## config.mk

```make
export PLATFORM = sky130hd
export DESIGN_NAME = rv32m_div_unit_flat
export DESIGN_NICKNAME = d
export VERILOG_FILES = /design/src/rtl/rv32m_div_unit_if.sv /design/src/rtl/rv32m_div_unit.sv /design/src/flat_wrapper.sv
export SDC_FILE = /design/constraint.sdc
export NUM_CORES = 1
export LEC_CHECK = 0
export CAP_MARGIN = 20
export CORE_MARGIN = 2
export CORE_UTILIZATION = 45
export CTS_CLUSTER_DIAMETER = 40
export DETAILED_ROUTE_END_ITERATION = 12
export SETUP_SLACK_MARGIN = 0.3
export SLEW_MARGIN = 10
export SYNTH_ARGS = -nofsm -noshare
export SYNTH_HDL_FRONTEND = slang
export SYNTH_SLANG_ARGS = --single-unit
```

## constraint.sdc

```tcl
create_clock -name clk -period 16.3 [get_ports clk]
set_clock_uncertainty 0.1 [all_clocks]
set_input_delay 3.26 -clock clk [delete_from_list [all_inputs] [get_ports clk]]
set_output_delay 3.26 -clock clk [all_outputs]
set_load 0.005 [all_outputs]
```

## src/rtl/rv32m_div_unit_if.sv

```systemverilog
`default_nettype none
// ============================================================================
// Module      : rv32m_div_unit_if
// Description : Request/response bundle between the EX stage and the
//               iterative RV32M divider.
// Revision    : 1.0 - initial release
// ============================================================================
interface rv32m_div_unit_if #(
    parameter int N = 32
);
    logic         start;
    logic [1:0]   op;
    logic [N-1:0] dividend;
    logic [N-1:0] divisor;
    logic [N-1:0] result;
    logic         busy;
    logic         done;
    logic         stall;

    // Pipeline side: issues the divide and consumes the result / stall.
    modport master (
        output start, op, dividend, divisor,
        input  result, busy, done, stall
    );

    // Divider side.
    modport slave (
        input  start, op, dividend, divisor,
        output result, busy, done, stall
    );
endinterface
`default_nettype wire

```

## src/rtl/rv32m_div_unit.sv

```systemverilog
`default_nettype none
// ============================================================================
// Module      : rv32m_div_unit
// Description : Iterative restoring divider for DIV/DIVU/REM/REMU. One
//               quotient bit per cycle; freezes the pipeline while busy.
//               Divide-by-zero and signed overflow complete in one cycle.
// Revision    : 1.0 - initial release
// ============================================================================
module rv32m_div_unit #(
    parameter int N  = 32,
    parameter int CW = $clog2(N)
) (
    input  wire logic         clk,
    input  wire logic         rst,
    rv32m_div_unit_if.slave   bus
);
    typedef enum logic [1:0] {
        S_IDLE = 2'd0,
        S_CALC = 2'd1,
        S_DONE = 2'd2
    } state_t;

    localparam logic [CW-1:0] c_last_cnt = CW'(N - 1);
    localparam logic [N-1:0]  c_int_min  = {1'b1, {(N-1){1'b0}}};

    state_t        r_state;
    state_t        w_state_nxt;
    logic [CW-1:0] r_cnt;
    logic [N-1:0]  r_rem;      // partial remainder magnitude
    logic [N-1:0]  r_quo;      // dividend bits shift out, quotient bits shift in
    logic [N-1:0]  r_dvs;      // divisor magnitude
    logic          r_rem_sel;  // 1: REM/REMU, 0: DIV/DIVU
    logic          r_qneg;
    logic          r_rneg;
    logic [N-1:0]  r_result;

    // Operand conditioning at acceptance (op[0]==0 means signed).
    logic          w_signed;
    logic          w_a_neg;
    logic          w_b_neg;
    logic [N-1:0]  w_a_abs;
    logic [N-1:0]  w_b_abs;
    logic          w_b_zero;
    logic          w_ovf;
    logic          w_special;
    logic [N-1:0]  w_special_res;

    assign w_signed  = ~bus.op[0];
    assign w_a_neg   = w_signed & bus.dividend[N-1];
    assign w_b_neg   = w_signed & bus.divisor[N-1];
    assign w_a_abs   = w_a_neg ? (~bus.dividend + 1'b1) : bus.dividend;
    assign w_b_abs   = w_b_neg ? (~bus.divisor + 1'b1) : bus.divisor;
    assign w_b_zero  = (bus.divisor == '0);
    assign w_ovf     = w_signed && (bus.dividend == c_int_min) && (&bus.divisor);
    assign w_special = w_b_zero | w_ovf;
    assign w_special_res = w_b_zero ? (bus.op[1] ? bus.dividend : '1)
                                    : (bus.op[1] ? '0 : bus.dividend);

    // One restoring step: the shifted remainder needs N+1 bits so the borrow
    // of the trial subtraction is visible in the top bit.
    logic [N:0]    w_shift;
    logic [N:0]    w_diff;
    logic          w_qbit;
    logic [N-1:0]  w_next_rem;
    logic [N-1:0]  w_next_quo;
    logic [N-1:0]  w_quo_out;
    logic [N-1:0]  w_rem_out;

    assign w_shift    = {r_rem, r_quo[N-1]};
    assign w_diff     = w_shift - {1'b0, r_dvs};
    assign w_qbit     = ~w_diff[N];
    assign w_next_rem = w_qbit ? w_diff[N-1:0] : w_shift[N-1:0];
    assign w_next_quo = {r_quo[N-2:0], w_qbit};
    // Negating a zero magnitude yields zero, so no -0 can appear.
    assign w_quo_out  = r_qneg ? (~w_next_quo + 1'b1) : w_next_quo;
    assign w_rem_out  = r_rneg ? (~w_next_rem + 1'b1) : w_next_rem;

    // State register.
    always_ff @(posedge clk or posedge rst) begin
        if (rst) begin
            r_state <= S_IDLE;
        end else begin
            r_state <= w_state_nxt;
        end
    end

    // Next-state decode; start is only looked at in IDLE.
    always_comb begin
        w_state_nxt = r_state;
        case (r_state)
            S_IDLE: if (bus.start) w_state_nxt = w_special ? S_DONE : S_CALC;
            S_CALC: if (r_cnt == c_last_cnt) w_state_nxt = S_DONE;
            S_DONE: w_state_nxt = S_IDLE;
            default: w_state_nxt = S_IDLE;
        endcase
    end

    // Datapath: latch operands on acceptance, iterate in CALC, load result.
    always_ff @(posedge clk or posedge rst) begin
        if (rst) begin
            r_cnt     <= '0;
            r_rem     <= '0;
            r_quo     <= '0;
            r_dvs     <= '0;
            r_rem_sel <= 1'b0;
            r_qneg    <= 1'b0;
            r_rneg    <= 1'b0;
            r_result  <= '0;
        end else begin
            case (r_state)
                S_IDLE: begin
                    if (bus.start) begin
                        r_rem_sel <= bus.op[1];
                        r_qneg    <= w_a_neg ^ w_b_neg;
                        r_rneg    <= w_a_neg;
                        r_quo     <= w_a_abs;
                        r_dvs     <= w_b_abs;
                        r_rem     <= '0;
                        r_cnt     <= '0;
                        if (w_special) r_result <= w_special_res;
                    end
                end
                S_CALC: begin
                    r_rem <= w_next_rem;
                    r_quo <= w_next_quo;
                    r_cnt <= r_cnt + 1'b1;
                    if (r_cnt == c_last_cnt) begin
                        r_result <= r_rem_sel ? w_rem_out : w_quo_out;
                    end
                end
                default: ;
            endcase
        end
    end

    assign bus.result = r_result;
    assign bus.busy   = (r_state != S_IDLE);
    assign bus.done   = (r_state == S_DONE);
    assign bus.stall  = ((r_state == S_IDLE) && bus.start) || (r_state == S_CALC);
endmodule
`default_nettype wire
```

## src/flat_wrapper.sv

```systemverilog
// flat-port wrapper written by rule: the top's interface ports become plain ports
module rv32m_div_unit_flat 
#(
    parameter int N  = 32,
    parameter int CW = $clog2(N)
)
  (clk, rst, bus_start, bus_op, bus_dividend, bus_divisor, bus_result, bus_busy, bus_done, bus_stall);
  rv32m_div_unit_if #(.N(N)) bus_i ();
  input  wire logic clk;
  input  wire logic rst;
  input wire logic [$bits(bus_i.start)-1:0] bus_start;
  input wire logic [$bits(bus_i.op)-1:0] bus_op;
  input wire logic [$bits(bus_i.dividend)-1:0] bus_dividend;
  input wire logic [$bits(bus_i.divisor)-1:0] bus_divisor;
  output wire logic [$bits(bus_i.result)-1:0] bus_result;
  output wire logic [$bits(bus_i.busy)-1:0] bus_busy;
  output wire logic [$bits(bus_i.done)-1:0] bus_done;
  output wire logic [$bits(bus_i.stall)-1:0] bus_stall;
  assign bus_i.start = bus_start;
  assign bus_i.op = bus_op;
  assign bus_i.dividend = bus_dividend;
  assign bus_i.divisor = bus_divisor;
  assign bus_result = bus_i.result;
  assign bus_busy = bus_i.busy;
  assign bus_done = bus_i.done;
  assign bus_stall = bus_i.stall;
  rv32m_div_unit #(.N(N), .CW(CW)) u_core (.clk(clk), .rst(rst), .bus(bus_i));
endmodule
```

# Yosys cells after proc, flatten, opt, wreduce, memory -nomap -nowiden
# Index checks and enable logic that the tools add are counted.
# W data, S select, Z words.
[totals]
register_bits = 138
in_bits = 69
output_inout_bits = 35
elab_cells = 68
[classes]
n_addsub = 6
eq_ne = 7
n_mux = 23
bitwise = 10
reduce_logical = 13
[op_table]
columns = ["operator", "n"]
rows = [
  ["$mux W32", 14],
  ["$pmux W32 S2", 3],
  ["$add A32 B1 Y32 const B", 4],
  ["$not A32 Y32", 4],
  ["$sub A33 B32 Y33", 1],
  ["$eq A32 B32 Y1 const B", 1],
  ["$logic_not A32 Y1", 1],
  ["$reduce_and A32 Y1", 1],
  ["$pmux W5 S2", 1],
  ["$mux W2", 3],
  ["$reduce_and A2 Y1", 3],
  ["$add A5 B1 Y5 const B", 1],
  ["$eq A5 B5 Y1 const B", 1],
  ["$mux W5", 1],
  ["$ne A2 B1 Y1 const B", 2],
  ["$pmux W2 S2", 1],
  ["$reduce_and A4 Y1", 1],
  ["$reduce_bool A2 Y1", 2],
  ["$logic_and A1 B1 Y1", 3],
  ["$and A1 B1 Y1", 2],
  ["$eq A2 B1 Y1 const B", 1],
  ["$eq A2 B2 Y1 const B", 1],
  ["$logic_not A2 Y1", 1],
  ["$ne A2 B2 Y1 const B", 1],
  ["other kinds (4)", 5],
]

# Longest topological paths before layout
[logic_depth]
ltp_word = 8
depth_mapped = 24
mapped_depth_nobuf = 20

# Worst setup path before layout
# No wires, ideal clock.
[synth_timing]
kind = "input -> output"
from = "in bus_start"
to = "out bus_stall"
arrival_time_ns = 4.297
t_required_ns = 12.940
setup_slack_ns = 8.643
path_stages = 5
n_path_buf = 2
cell_sequence = "and2_1 -> clkbuf_1 -> nor2_1 -> clkbuf_1 -> inv_1"
[synth_between]
elab_chain_cells = 2
[synth_lines]
columns = ["item", "line", "rtl"]
rows = [
  ["start, declared", "flat_wrapper.sv:11", "input wire logic [$bits(bus_i.start)-1:0] bus_start;"],
  ["$logic_and A1 B1 Y1", "rv32m_div_unit.sv:139", "assign bus.stall = ((r_state == S_IDLE) && bus.start) || (r_state == S_CALC);"],
  ["$logic_or A1 B1 Y1", "rv32m_div_unit.sv:139", ""],
  ["end, declared", "flat_wrapper.sv:18", "output wire logic [$bits(bus_i.stall)-1:0] bus_stall;"],
]
# No other way between the ends.

# Worst setup path after layout
# Ends and elaborated chain as after synthesis.

==> flow_metrics.env <==
export IMPL_num_vias=11100
export IMPL_grt_ovfl_total=0
export IMPL_synth_area_per_cell_sq_um=7.90
export IMPL_syn_num_nets=1551
export IMPL_worstSetupPathType="input port to primary output"
export IMPL_routedWlPerCell_um=19.8
export IMPL_finalPower_mw=3.43
export IMPL_syn_inst=1442
export IMPL_fillCellCount=2404
export IMPL_p_sw_mw=1.81
export IMPL_min_period_over_period_pct=51.1
export IMPL_worst_ir_drop_vdd_v=0.000250
export IMPL_dp_cells=1807
export IMPL_max_slew_margin_rel_pct=34.7
export IMPL_path_max_fanout=11
export IMPL_syn_to_final_growth_pct=16.2
export IMPL_die_w_um=163
export IMPL_setup_violations=0
export IMPL_grt_pass1_wl_mm=58.6
export IMPL_r2r_end="u_core.bus.result[24]$_DFFE_PP0P_"
export IMPL_synthFlopType="dfrtp_1"
export IMPL_ys_ff_latch=138
export IMPL_hold_slack_ps=380
export IMPL_antenna_found_initial=0
export IMPL_core_area_sq_um=25000
export IMPL_end_kind="primary output"
export IMPL_drt_wl_total_mm=36.4
export IMPL_tightest_slew_ps=980
export IMPL_yosysUniqueCellTypes=82
export IMPL_cts_buffers=17
export IMPL_yosysSeqAreaShare_pct=30.3
export IMPL_r2r_start="u_core.r_dvs[0]$_DFFE_PP0P_"
export IMPL_netlist_top_cells_count="o21ai_0, nand2_1, dfrtp_1"
export IMPL_dieArea_sq_um=26600
export IMPL_r2r_slack_ps=9170
export IMPL_fin_tns_setup_ps=0
export IMPL_met3_usage_pct=3.40
export IMPL_setup_worst_path_end="bus_stall"
export IMPL_viasPerCell=6.05
export IMPL_rows=58
export IMPL_worstSetupStartpointType="input port"
export IMPL_clock_latency_ps=440
export IMPL_rsz0062_at_grt="false"
export IMPL_cp_required_ps=12940
export IMPL_p_int_mw=1.62
export IMPL_combPwrFrac_pct=68.6
export IMPL_start_util_pct=45.5
export IMPL_crit_start="bus_start"
export IMPL_hp_start="u_core.bus.result[27]$_DFFE_PP0P_"
export IMPL_h_tree_depth=4
export IMPL_cap_viol_max_count=0
export IMPL_layout_setup_ws_ps=7970
export IMPL_met2_usage_pct=44.6
export IMPL_cts_path_max_buffers=2
export IMPL_finalMaxSlewViolations=0
export IMPL_io_pins=104
export IMPL_sw_frac_of_total_pct=52.7
export IMPL_yosysWarnings=0
export IMPL_crit_arrival_ps=4970
export IMPL_cts_sinks=138
export IMPL_place_congestion=0.917
export IMPL_period_needed_ps=8330
export IMPL_track_usage_pct=27.9
export IMPL_use_met1_pct=39.8
export IMPL_post_cts_resize_count=0
export IMPL_post_cts_buffers=0
export IMPL_ys_top_cells_by_area="dfrtp_1, o21ai_0, nand2_1"
export IMPL_drive_above_1_share_pct=5.49
export IMPL_ant_nets=0
export IMPL_hold_viol_final=0
export IMPL_grt_pass1_vias=10500
export IMPL_clk_pin_slew_ps=70
export IMPL_synth_top_cell_area_share_pct=30.3
export IMPL_cts_tree="built"
export IMPL_synth_edf_count=0
export IMPL_gr_max_usage_layer="met2"
export IMPL_power_frac_seq_pct=20.1
export IMPL_yosysMostFrequentCell="o21ai_0"
export IMPL_dp_hpwl_mm=26.5
export IMPL_fin_cells=1842
export IMPL_grt_start_max_net_pins=101
export IMPL_outcome="complete, no violations"
export IMPL_dp_slack_ps=8000
export IMPL_diodes=0
export IMPL_hold_buffers=0
export IMPL_hp_class="register to register"
export IMPL_io_buffer_count=103
export IMPL_p_clk_share_pct=11.3
export IMPL_die_h_um=163
export IMPL_max_freq_ghz=0.120
export IMPL_power_density_nw_per_um2=259
export IMPL_synthArstFlopShare_pct=100
export IMPL_drc=0
export IMPL_synthesis_area_sq_um=11400
export IMPL_drt_initial_drc_count=878
export IMPL_cts_root_buf="clkbuf_16"
export IMPL_power_leakage_nw=5.21
export IMPL_drtPass1Iterations=5
export IMPL_r2r_cells=18
export IMPL_nets=1608
export IMPL_yosys_area_top_type="dfrtp_1"
routing by layer:
layer / part of all wire [%] / vias to the layer above
met5: 0 / -
met4: 1.7 / 0
met3: 4.5 / 48
met2: 46 / 307
met1: 47 / 5388
li1: - / 5394
flip-flops by register name (all words and copies together) (netlist names):
register,cells
u_core.bus.result,32
u_core.r_dvs,32
u_core.r_quo,32
u_core.r_rem,32
u_core.r_cnt,5
u_core.r_state,2
u_core.r_qneg,1
u_core.r_rem_sel,1
u_core.r_rneg,1
worst max-delay path: stages:
cell,delay (ps)
clkdlybuf4s50_1,530
and2_1,500
nor2_4,80
inv_1,100
clkdlybuf4s50_1,500
placed cells by master (no fill, tap or decap), types with 5 or more instances in the layout:
cell type / instances
o21ai_0: 191
nand2_1: 167
dfrtp_1: 138
a21oi_1: 104
clkdlybuf4s50_1: 103
nor2_1: 92
xor2_1: 70
xnor2_1: 68
inv_1: 54
ha_1: 39
a22oi_1: 33
o31ai_1: 29
nor3_1: 28
nand3_1: 25
or3_1: 25
o211ai_1: 25
a31oi_1: 22
mux2i_1: 22
nor4_1: 18
clkbuf_16: 17
nand4_1: 15
a21o_1: 14
buf_4: 14
nand2b_1: 11
and2_1: 11
o221ai_1: 11
and3_1: 9
o41ai_1: 8
inv_6: 8
a21boi_0: 7
nor2b_1: 6
or2_2: 6
or4_1: 6
and4_1: 6
o21a_1: 6
a211oi_1: 5
nor3b_1: 5
layout make-up:
cell class	instances	area [sq um]	area share (%)
clock buffers	18	439	3.32
clock inverters	14	129	0.973
inverters	56	218	1.64
multi-input cells	1167	7420	56.1
flip-flops and latches	138	3450	26.1
well taps	330	413	3.12
repair buffers	119	1170	8.82
kinds of logic after synthesis:
family	synth area share, %
AO/OA/AOI/OAI	28.4
XOR/XNOR	10.6
adder cells (fa/ha/maj)	4.46
buffers and inverters	4.80
flip-flops	30.3
multiplexers	2.33
AND/OR/NAND/NOR	19.1
metrics by stage:
step | area [sq um] | utilization [%]
finish | 13200 | 52.9
global placement | 12600 | 50.5
global route | 13200 | 52.9
detailed placement | 12600 | 50.5
floorplan | 11400 | -
CTS | 13200 | 52.7
power groups by stage:
stage | logic [mW] | clock network (mW) | registers (mW)
floorplan | 1.77 | 0 | 0.629
global placement | 2.31 | 0 | 0.691
detailed placement | 2.33 | 0 | 0.692
CTS | 2.34 | 0.392 | 0.688
global route | 2.62 | 0.407 | 0.710
finish | 2.35 | 0.386 | 0.690
worst min path at each step:
| stage | endpoint | slack [ps] | depth (start not counted) |
|---|---|---|---|
| finish | u_core.bus.result[27]$_DFFE_PP0P_ | 380 | 2 |
| CTS | u_core.r_dvs[10]$_DFFE_PP0P_ | 390 | 2 |
| detailed placement | u_core.r_dvs[10]$_DFFE_PP0P_ | 370 | 2 |
| global route | u_core.r_cnt[3]$_DFFE_PP0P_ | 400 | 1 |
| global placement | u_core.r_cnt[3]$_DFFE_PP0P_ | 360 | 1 |
| floorplan | u_core.r_cnt[3]$_DFFE_PP0P_ | 350 | 1 |
(Power assumes the default switching activity.)
